===== src/rtl/cluster_mem_responder_pkg.sv =====
// Shared encodings for the cluster memory responder: request modes, store
// sizes, FSM states and line geometry.
package cluster_mem_responder_pkg;

    localparam logic [2:0] MC_IFETCH = 3'd1;
    localparam logic [2:0] MC_LOAD   = 3'd2;
    localparam logic [2:0] MC_STORE  = 3'd3;
    localparam logic [2:0] MC_PTE_RD = 3'd4;
    localparam logic [2:0] MC_PTE_WR = 3'd5;

    localparam logic [1:0] SZ_B = 2'd0;
    localparam logic [1:0] SZ_H = 2'd1;
    localparam logic [1:0] SZ_W = 2'd2;

    localparam int LINE_BEATS = 4;

    typedef enum logic [2:0] {
        ST_IDLE   = 3'd0,
        ST_LINE   = 3'd1,
        ST_PTE_RD = 3'd2,
        ST_WR     = 3'd3,
        ST_DONE   = 3'd4
    } state_t;

endpackage


===== src/rtl/cluster_mem_responder_store_lane_align.sv =====
// Places right-aligned store data onto the byte lanes of a 32-bit DRAM word
// and flags sub-word stores that straddle their natural alignment.
module cluster_mem_responder_store_lane_align
    import cluster_mem_responder_pkg::*;
(
    input  logic [1:0]  size,
    input  logic [1:0]  addr_lo,
    input  logic [31:0] wdata,
    output logic [3:0]  wmask,
    output logic [31:0] lane_wdata,
    output logic        misaligned
);

    always_comb begin
        wmask      = 4'h0;
        lane_wdata = 32'h0;
        misaligned = 1'b0;
        case (size)
            SZ_B: begin
                wmask      = 4'b0001 << addr_lo;
                lane_wdata = {4{wdata[7:0]}};
            end
            SZ_H: begin
                wmask      = 4'b0011 << addr_lo;
                lane_wdata = {2{wdata[15:0]}};
                misaligned = addr_lo[0];
            end
            SZ_W: begin
                wmask      = 4'hF;
                lane_wdata = wdata;
                misaligned = (addr_lo != 2'b00);
            end
            // The reserved size encoding is rejected by the caller.
            default: misaligned = 1'b1;
        endcase
    end

endmodule


===== src/rtl/cluster_mem_responder.sv =====
// Memory-side responder: serialises one cluster request at a time into
// 32-bit req/ack DRAM beats and returns lines / PTE words with done status.
module cluster_mem_responder
    import cluster_mem_responder_pkg::*;
#(
    parameter int          TIMEOUT   = 1023,
    parameter logic [31:0] DRAM_BASE = 32'h8000_0000
) (
    input  logic         CLK,
    input  logic         RST_X,
    input  logic         w_req,
    input  logic [2:0]   w_mode,
    input  logic [31:0]  w_iaddr,
    input  logic [31:0]  w_daddr,
    input  logic [31:0]  w_pte_addr,
    input  logic [31:0]  w_wdata,
    input  logic [31:0]  w_pte_wdata,
    input  logic [2:0]   w_ctrl,
    output logic         w_busy,
    output logic         w_done,
    output logic         w_err,
    output logic [127:0] w_insn_data,
    output logic [127:0] w_data_data,
    output logic [31:0]  w_dram_odata,
    output logic         w_is_dram_data,
    output logic         w_dram_req,
    output logic         w_dram_we,
    output logic [31:0]  w_dram_addr,
    output logic [31:0]  w_dram_wdata,
    output logic [3:0]   w_dram_wmask,
    input  logic         w_dram_ack,
    input  logic [31:0]  w_dram_rdata
);

    localparam int CNT_W = $clog2(TIMEOUT + 1);

    state_t           state_q, state_d;
    logic [2:0]       mode_q;
    logic [31:0]      addr_q;
    logic [1:0]       beat_q;
    logic [CNT_W-1:0] wait_cnt_q;
    logic             err_q;
    logic [95:0]      line_q;

    logic        accept, bad_req, in_beat, issue, beat_ack, timeout_hit, last_beat;
    logic [31:0] req_addr;
    logic [3:0]  st_wmask;
    logic [31:0] st_wdata;
    logic        st_misaligned;
    logic        ctrl_unused;

    // w_ctrl[2] carries no meaning for this responder.
    assign ctrl_unused = w_ctrl[2];

    cluster_mem_responder_store_lane_align u_align (
        .size       (w_ctrl[1:0]),
        .addr_lo    (w_daddr[1:0]),
        .wdata      (w_wdata),
        .wmask      (st_wmask),
        .lane_wdata (st_wdata),
        .misaligned (st_misaligned)
    );

    assign in_beat     = (state_q == ST_LINE) || (state_q == ST_PTE_RD) || (state_q == ST_WR);
    assign accept      = (state_q == ST_IDLE) && w_req;
    assign issue       = in_beat && !w_dram_req;
    assign beat_ack    = w_dram_req && w_dram_ack;
    assign timeout_hit = w_dram_req && !w_dram_ack && (wait_cnt_q == CNT_W'(TIMEOUT - 1));
    assign last_beat   = (state_q != ST_LINE) || (beat_q == 2'(LINE_BEATS - 1));

    assign w_busy = in_beat;
    assign w_done = (state_q == ST_DONE);
    assign w_err  = (state_q == ST_DONE) && err_q;

    always_comb begin
        bad_req  = 1'b0;
        req_addr = w_daddr;
        case (w_mode)
            MC_IFETCH:            req_addr = w_iaddr;
            MC_LOAD:              req_addr = w_daddr;
            MC_STORE:             bad_req  = (w_ctrl[1:0] == 2'd3) || st_misaligned;
            MC_PTE_RD, MC_PTE_WR: req_addr = w_pte_addr;
            default:              bad_req  = 1'b1;
        endcase
    end

    always_comb begin
        state_d = state_q;
        case (state_q)
            ST_IDLE: begin
                if (accept) begin
                    if (bad_req)
                        state_d = ST_DONE;
                    else if (w_mode == MC_IFETCH || w_mode == MC_LOAD)
                        state_d = ST_LINE;
                    else if (w_mode == MC_PTE_RD)
                        state_d = ST_PTE_RD;
                    else
                        state_d = ST_WR;
                end
            end
            ST_LINE, ST_PTE_RD, ST_WR: begin
                if ((beat_ack && last_beat) || timeout_hit)
                    state_d = ST_DONE;
            end
            ST_DONE: state_d = ST_IDLE;
            default: state_d = ST_IDLE;
        endcase
    end

    always_ff @(posedge CLK or negedge RST_X) begin
        if (!RST_X)
            state_q <= ST_IDLE;
        else
            state_q <= state_d;
    end

    always_ff @(posedge CLK or negedge RST_X) begin
        if (!RST_X) begin
            mode_q         <= 3'd0;
            addr_q         <= 32'h0;
            beat_q         <= 2'd0;
            wait_cnt_q     <= '0;
            err_q          <= 1'b0;
            line_q         <= 96'h0;
            w_insn_data    <= 128'h0;
            w_data_data    <= 128'h0;
            w_dram_odata   <= 32'h0;
            w_is_dram_data <= 1'b0;
            w_dram_req     <= 1'b0;
            w_dram_we      <= 1'b0;
            w_dram_addr    <= 32'h0;
            w_dram_wdata   <= 32'h0;
            w_dram_wmask   <= 4'h0;
        end else begin
            if (accept) begin
                mode_q     <= w_mode;
                addr_q     <= req_addr;
                beat_q     <= 2'd0;
                wait_cnt_q <= '0;
                err_q      <= bad_req;
                w_dram_we  <= (w_mode == MC_STORE) || (w_mode == MC_PTE_WR);
                // Write lanes are fixed at capture so they stay stable for the whole beat.
                if (w_mode == MC_STORE) begin
                    w_dram_wdata <= st_wdata;
                    w_dram_wmask <= st_wmask;
                end else if (w_mode == MC_PTE_WR) begin
                    w_dram_wdata <= w_pte_wdata;
                    w_dram_wmask <= 4'hF;
                end else begin
                    w_dram_wdata <= 32'h0;
                    w_dram_wmask <= 4'h0;
                end
            end

            if (issue) begin
                w_dram_req  <= 1'b1;
                w_dram_addr <= (state_q == ST_LINE) ? {addr_q[31:4], beat_q, 2'b00}
                                                    : {addr_q[31:2], 2'b00};
                wait_cnt_q  <= '0;
            end else if (beat_ack) begin
                wait_cnt_q <= '0;
                if (state_q == ST_LINE && !last_beat) begin
                    for (int k = 0; k < LINE_BEATS - 1; k++)
                        if (beat_q == 2'(k))
                            line_q[32*k +: 32] <= w_dram_rdata;
                    beat_q      <= beat_q + 2'd1;
                    w_dram_addr <= {addr_q[31:4], beat_q + 2'd1, 2'b00};
                end else begin
                    w_dram_req <= 1'b0;
                    if (state_q == ST_LINE && mode_q == MC_IFETCH) begin
                        w_insn_data <= {w_dram_rdata, line_q};
                    end else if (state_q == ST_LINE) begin
                        w_data_data    <= {w_dram_rdata, line_q};
                        w_is_dram_data <= (addr_q >= DRAM_BASE);
                    end else if (state_q == ST_PTE_RD) begin
                        w_dram_odata <= w_dram_rdata;
                    end
                end
            end else if (timeout_hit) begin
                // Abandon the beat; any partial line in line_q is simply never committed.
                w_dram_req <= 1'b0;
                err_q      <= 1'b1;
            end else if (w_dram_req) begin
                wait_cnt_q <= wait_cnt_q + CNT_W'(1);
            end
        end
    end

endmodule


===== config.mk =====
export PLATFORM = sky130hd
export DESIGN_NAME = cluster_mem_responder
export DESIGN_NICKNAME = d
export VERILOG_FILES = /design/src/rtl/cluster_mem_responder_pkg.sv /design/src/rtl/cluster_mem_responder_store_lane_align.sv /design/src/rtl/cluster_mem_responder.sv
export SDC_FILE = /design/constraint.sdc
export NUM_CORES = 1
export LEC_CHECK = 0
export BUFFER_PORTS_ARGS = -buffer_cell sky130_fd_sc_hd__buf_2
export CAP_MARGIN = 40
export CORE_MARGIN = 4
export CORE_UTILIZATION = 25
export CTS_CLUSTER_DIAMETER = 100
export CTS_CLUSTER_SIZE = 28
export DETAILED_ROUTE_END_ITERATION = 16
export GPL_TIMING_DRIVEN = 0
export PLACE_DENSITY = 0.5
export SETUP_SLACK_MARGIN = 0.1
export SYNTH_ARGS = -nofsm -noshare
export SYNTH_HDL_FRONTEND = slang
export SYNTH_SLANG_ARGS = --single-unit

===== constraint.sdc =====
create_clock -name CLK -period 3.85 [get_ports CLK]
set_clock_uncertainty 0.1 [all_clocks]
set_input_delay 0.5775 -clock CLK [delete_from_list [all_inputs] [get_ports CLK]]
set_output_delay 0.5775 -clock CLK [all_outputs]
set_load 0.005 [all_outputs]

After elaboration in Yosys (flattened, before gate mapping). Cells that the tools add are included.

Output and inout bits: 362. Register bits after elaboration: 506. Logic and storage cells: 122. Bits of input ports: 202.

Order comparisons: 1. Eq/ne operators: 21. Reductions and logical operators: 38. Shifts and indexed selects: 2. Add/sub/neg operators: 2. Bitwise gates (word level): 4. Multiplexer cells: 36.

Operators by type and width (number): two-way mux 32 bit (5); case mux 32 bit (3 select lines) (1); case mux 32 bit (2 select lines) (1); two-way mux 10 bit (5); >= comparator 32 bit, second input constant (1); AND reduction 4 bit (4); equality test 3 x 2 -> 1 bit, second input constant (4); two-way mux 4 bit (3); case mux 4 bit (3 select lines) (1); adder 10 x 1 -> 10 bit, second input constant (1); equality test 10 bit, second input constant (1); two-way mux 2 bit (5); equality test 3 x 1 -> 1 bit, second input constant (3); equality test 3 bit, second input constant (3); logical AND 1 bit (9); two-way mux 1 bit (9); two-way mux 3 bit (3); equality test 2 bit, second input constant (4); logical OR 1 bit (7); case mux 3 bit (2 select lines) (1); AND reduction 2 bit (3); AND reduction 6 bit (1); nonzero test 2 bit (3); AND reduction 5 bit (1); 17 further kinds (25).

Longest topological paths before layout.
Depth after elaboration: 8. Mapped depth: 7. Depth with buffers taken out: 6.

Modules after synthesis. A second synthesis with hierarchy kept.

Cell total of the unflattened synthesis: 1432. Area total of the unflattened synthesis: 20883.8 um2.

Modules (own cells, without submodules): cluster_mem_responder (instances 1, area an instance 20325.7 um2, cells an instance 1354, sequential area each 12562.0 um2); cluster_mem_responder_store_lane_align (instances 1, area an instance 558.0 um2, cells an instance 78, sequential area each 0.0 um2).

Worst setup path before layout. Ideal clock, no wire load.

Path kind: register to register. Start point: register beat_q[0]. End point: register line_q[85]. Data arrival time: 1.838 ns. Slack: 1.787 ns. Library setup time: 0.125 ns. Buffers on the path: 2. Cell stages (with the launch flop): 7. Path through: dfrtp_1 ha_1 nor4_4 and2_1 buf_2 buf_6 mux2_2.

Longest elaborated chain between the ends: 5. Elaborated cells on any way between the ends: 6. Those cells by class: eq/ne (2); reduce/logical (4).

Ends and longest elaborated chain: start: declaration (line cluster_mem_responder.sv:40) `logic [1:0] beat_q;`; start signal: assignment (line cluster_mem_responder.sv:167) `beat_q <= beat_q + 2'd1;`; equality test 2 bit (line cluster_mem_responder.sv:69) `assign last_beat = (state_q != ST_LINE) || (beat_q == 2'(LINE_BEATS - 1));`; logical OR 1 bit (line cluster_mem_responder.sv:69); logical NOT 1 bit (line cluster_mem_responder.sv:163) `if (state_q == ST_LINE && !last_beat) begin`; logical AND 1 bit (line cluster_mem_responder.sv:163); AND reduction 4 bit (no line) (*); end signal: indexed assignment (line cluster_mem_responder.sv:166) `line_q[32*k +: 32] <= w_dram_rdata;`; end: declaration (line cluster_mem_responder.sv:43) `logic [95:0] line_q;`.

Every way passes the cells marked *; elsewhere a longest branch is shown, timed or not. A chain may end at the register's enable or synchronous reset.

Worst setup path in the final report.
Start point: register w_dram_req. End point: register w_data_data[61].

Longest elaborated chain between the ends: 4. Elaborated cells on any way between the ends: 5. Those cells by class: bitwise (1); reduce/logical (4).

Ends and longest elaborated chain: start: declaration (line cluster_mem_responder.sv:26) `output logic w_dram_req,`; start signal: assignment (line cluster_mem_responder.sv:130) `w_dram_req <= 1'b0;`; start signal: assignment (line cluster_mem_responder.sv:157) `w_dram_req <= 1'b1;`; start signal: assignment (line cluster_mem_responder.sv:170) `w_dram_req <= 1'b0;`; logical NOT 1 bit (line cluster_mem_responder.sv:66) `assign issue = in_beat && !w_dram_req;`; logical AND 1 bit (line cluster_mem_responder.sv:66); inverter 1 bit (no line); AND reduction 5 bit (no line) (*); end signal: assignment (line cluster_mem_responder.sv:174) `w_data_data <= {w_dram_rdata, line_q};`; end: declaration (line cluster_mem_responder.sv:23) `output logic [127:0] w_data_data,`.

Marked as above.

==> results.cfg <==
[status]
status = finished clean

[floorplanning]
dieArea_um2 = 87300
num_rows = 105
initial_core_util = 0.252
fp.dieH_um = 295
num_io_pins = 564
die_w_um = 295
core_um2 = 82000

[global_routing]
grt_pass1_vias = 15078
grt_max_degree = 124
grt_remaining_overflow = 0
grt_pass1_wl_mm = 101
antenna_found_initial = 3
track_usage = 0.153

[placement]
gp_congestion = 0.885
dp_hpwl_mm = 52.8
pre_cts_slack_ps = 808
dp.cells = 3078
io_buffers = 554

[clock_network]
cts_buffer_depth = 3
cts_htree_levels = 1
tritoncts = yes
numCtsBuffers = 27
clk_pin_slew_ps = 100
cts_root_buf = clkbuf_16
insertion_delay_ps = 610
cts.sinks = 502
post_cts_buffers = 0

[sta]
tightestPinTransition_ps = 729
rsz0062_at_grt = false
hold_ws_ps = 112
final.setup.tns_ps = 0
fin_crit_ps = 2820
fin_ws_ps = 1030
maxSlewViolCount = 0
post-route-period-util = 0.734
hold_viol = 0
setup_violations = 0
fmax_ghz = 0.354
relSlewSlack = 0.512

[logic_synthesis]
synth_top_area_share = 0.608
syn_area_um2 = 20700
synth_top_cell_by_area = dfrtp_1
synth-edff-count = 0
synthArstFlopShare = 1.00
seq_area_frac_synth = 0.608
yosysWarnings = 0
syn_inst = 1447
synthTopCellsByArea = dfrtp_1 (61%), mux2_2 (24%), nor2b_1 (1.3%)
postSynthAreaPerCell_um2 = 14.3
synth_cell_types = 60
ys.flop_type = dfrtp_1
ys_ff_latch = 502

[routing]
avgViaCountPerCell = 4.54
postRouteAntennaNets = 0
drt_iter0_markers = 387
first_pass_iters = 4
route.detailed.drc = 0
num_vias = 14187
wl_per_cell_um = 22.1
wl_mm = 69.1

[worst_setup_path]
r2r_slack_ps = 1030
reg2reg_from = w_dram_req
required_ps = 4230
rr_worst_depth = 7
crit_arrival_ps = 3200
crit_fanout = 10
crit_path_start_kind = register
critical_path_class = reg -> reg
timing.rr.end = w_data_data[61]
cp-end-kind = register

[pwr]
clock_power_share = 0.260
ir_worst_vdd_uv = 340
pwr_density_cell_nw_per_um2 = 508
switching_power_w = 0.00402
p_sw_frac = 0.306
pwr-share-seq = 0.518
comb_power_share = 0.223
intPower_w = 0.00912
power_w = 0.0131
leakagePower_nw = 13.5

[hold_path]
hold_path_class = in -> reg
min-delay-start = w_dram_ack
holdPathEnd = w_dram_req
hold_depth = 2

[cells_and_area]
drive_above_1_share = 0.540
nets = 2246
instances_no_fill = 3124
area_growth_syn_to_layout_pct = 25.2

[job]
drv_cap = 0
## power groups by stage
stage	combinational (W)	sequential [W]	clock [W]
after floorplan	0.00162	0.00678	0
after global placement	0.00293	0.00688	0
after detailed placement	0.00300	0.00692	0
after CTS	0.00300	0.00682	0.00360
after global routing	0.00325	0.00694	0.00375
final	0.00292	0.00680	0.00341
## logic make-up (layout without fill, tap and decap cells)
kind of cell / after synthesis / count (layout) / synth area share
buf+inv: 102 / 706 / 0.0281
xor+xnor: 6 / 6 / 0.00254
other cells: 1 / 4 / 0.000182
compound gates: 190 / 190 / 0.0612
fa+ha+maj: 6 / 6 / 0.00363
flops: 502 / 502 / 0.608
mux: 463 / 463 / 0.252
simple gates: 177 / 177 / 0.0444
## cell type report
type	count	area, µm²
fillers	8407	56100
flip-flops and latches	502	12600
multi-input cells	844	7510
repair buffers	561	2920
well taps	1070	1340
clock buffers	27	676
plain buffers	96	557
clock inverters	16	251
inverters	6	22.5
diodes	2	5.00
## synth_stat cells, types with 3 or more instances
| library cell | number |
|---|---|
| a211oi_1 | 3 |
| a21oi_1 | 43 |
| a221oi_1 | 24 |
| a22oi_1 | 30 |
| a2bb2oi_1 | 8 |
| a31oi_1 | 3 |
| and2_1 | 4 |
| and3_1 | 3 |
| buf_1 | 5 |
| buf_2 | 37 |
| buf_6 | 19 |
| clkbuf_1 | 33 |
| dfrtp_1 | 502 |
| ha_1 | 6 |
| inv_1 | 6 |
| mux2_1 | 10 |
| mux2_2 | 441 |
| mux2i_1 | 12 |
| nand2_1 | 25 |
| nand2b_1 | 4 |
| nand3_1 | 4 |
| nor2_1 | 69 |
| nor2b_1 | 43 |
| nor3_1 | 5 |
| o21ai_0 | 47 |
| o21bai_1 | 3 |
| o2bb2ai_1 | 10 |
| o31a_1 | 3 |
| or3_1 | 3 |
| xnor2_1 | 5 |
## worst max-delay path, stage by stage (launching register included)
cell	delay, ps
dfrtp_1	380
buf_2	170
nand2_1	230
nor3_1	100
nand3b_1	340
buf_2	400
buf_2	540
mux2_2	390
## what timing repair did
action	4_1_cts	5_1_grt
hold endpoints to repair	88	0
hold buffers	1	0
resized for setup	0	0
setup endpoints to repair	0	0
## layout by cell type (no fill, tap or decap), types with 8 or more instances in the layout
master,count
dfrtp_1,502
buf_2,590
clkbuf_1,33
a2bb2oi_1,8
clkbuf_16,27
mux2_2,441
o21ai_0,47
nand2_1,25
a21oi_1,43
mux2_1,10
nor2b_1,43
mux2i_1,12
a22oi_1,30
buf_6,20
o2bb2ai_1,10
a221oi_1,24
nor2_1,69
## flip-flops by register name (all words and copies together) (netlist names), 4 cells and up
register      count
addr_q           30
line_q           96
w_data_data     128
w_dram_addr      30
w_dram_odata     32
w_dram_wdata     32
w_dram_wmask      4
w_insn_data     128
wait_cnt_q       10
## worst max-delay path by stage
stage | startpoint | endpoint | slack [ps] | depth (start not counted)
CTS | w_dram_req | w_data_data[61] | 970 | 7
global route | w_dram_req | w_data_data[61] | 900 | 7
detailed placement | w_dram_ack | w_data_data[59] | 810 | 7
floorplan | beat_q[0] | line_q[85] | 1790 | 6
finish | w_dram_req | w_data_data[61] | 1030 | 7
global placement | RST_X | w_dram_wdata[10] | -8060 | 1
## per-stage QoR
step                cell area (µm²)   util
floorplan                     20700      -
global placement              24800  0.302
detailed placement            24900  0.304
CTS                           25800  0.315
global route                  25800  0.315
finish                        25800  0.315
## metal layers
layer / global-route usage / share of wire / vias to the layer above
met5: 0 / 0 / -
met4: 0.0345 / 0.024 / 0
met3: 0.0416 / 0.074 / 64
met2: 0.269 / 0.49 / 451
met1: 0.187 / 0.41 / 7313
li1: - / - / 6359
Power figures use the tool's default switching activity.
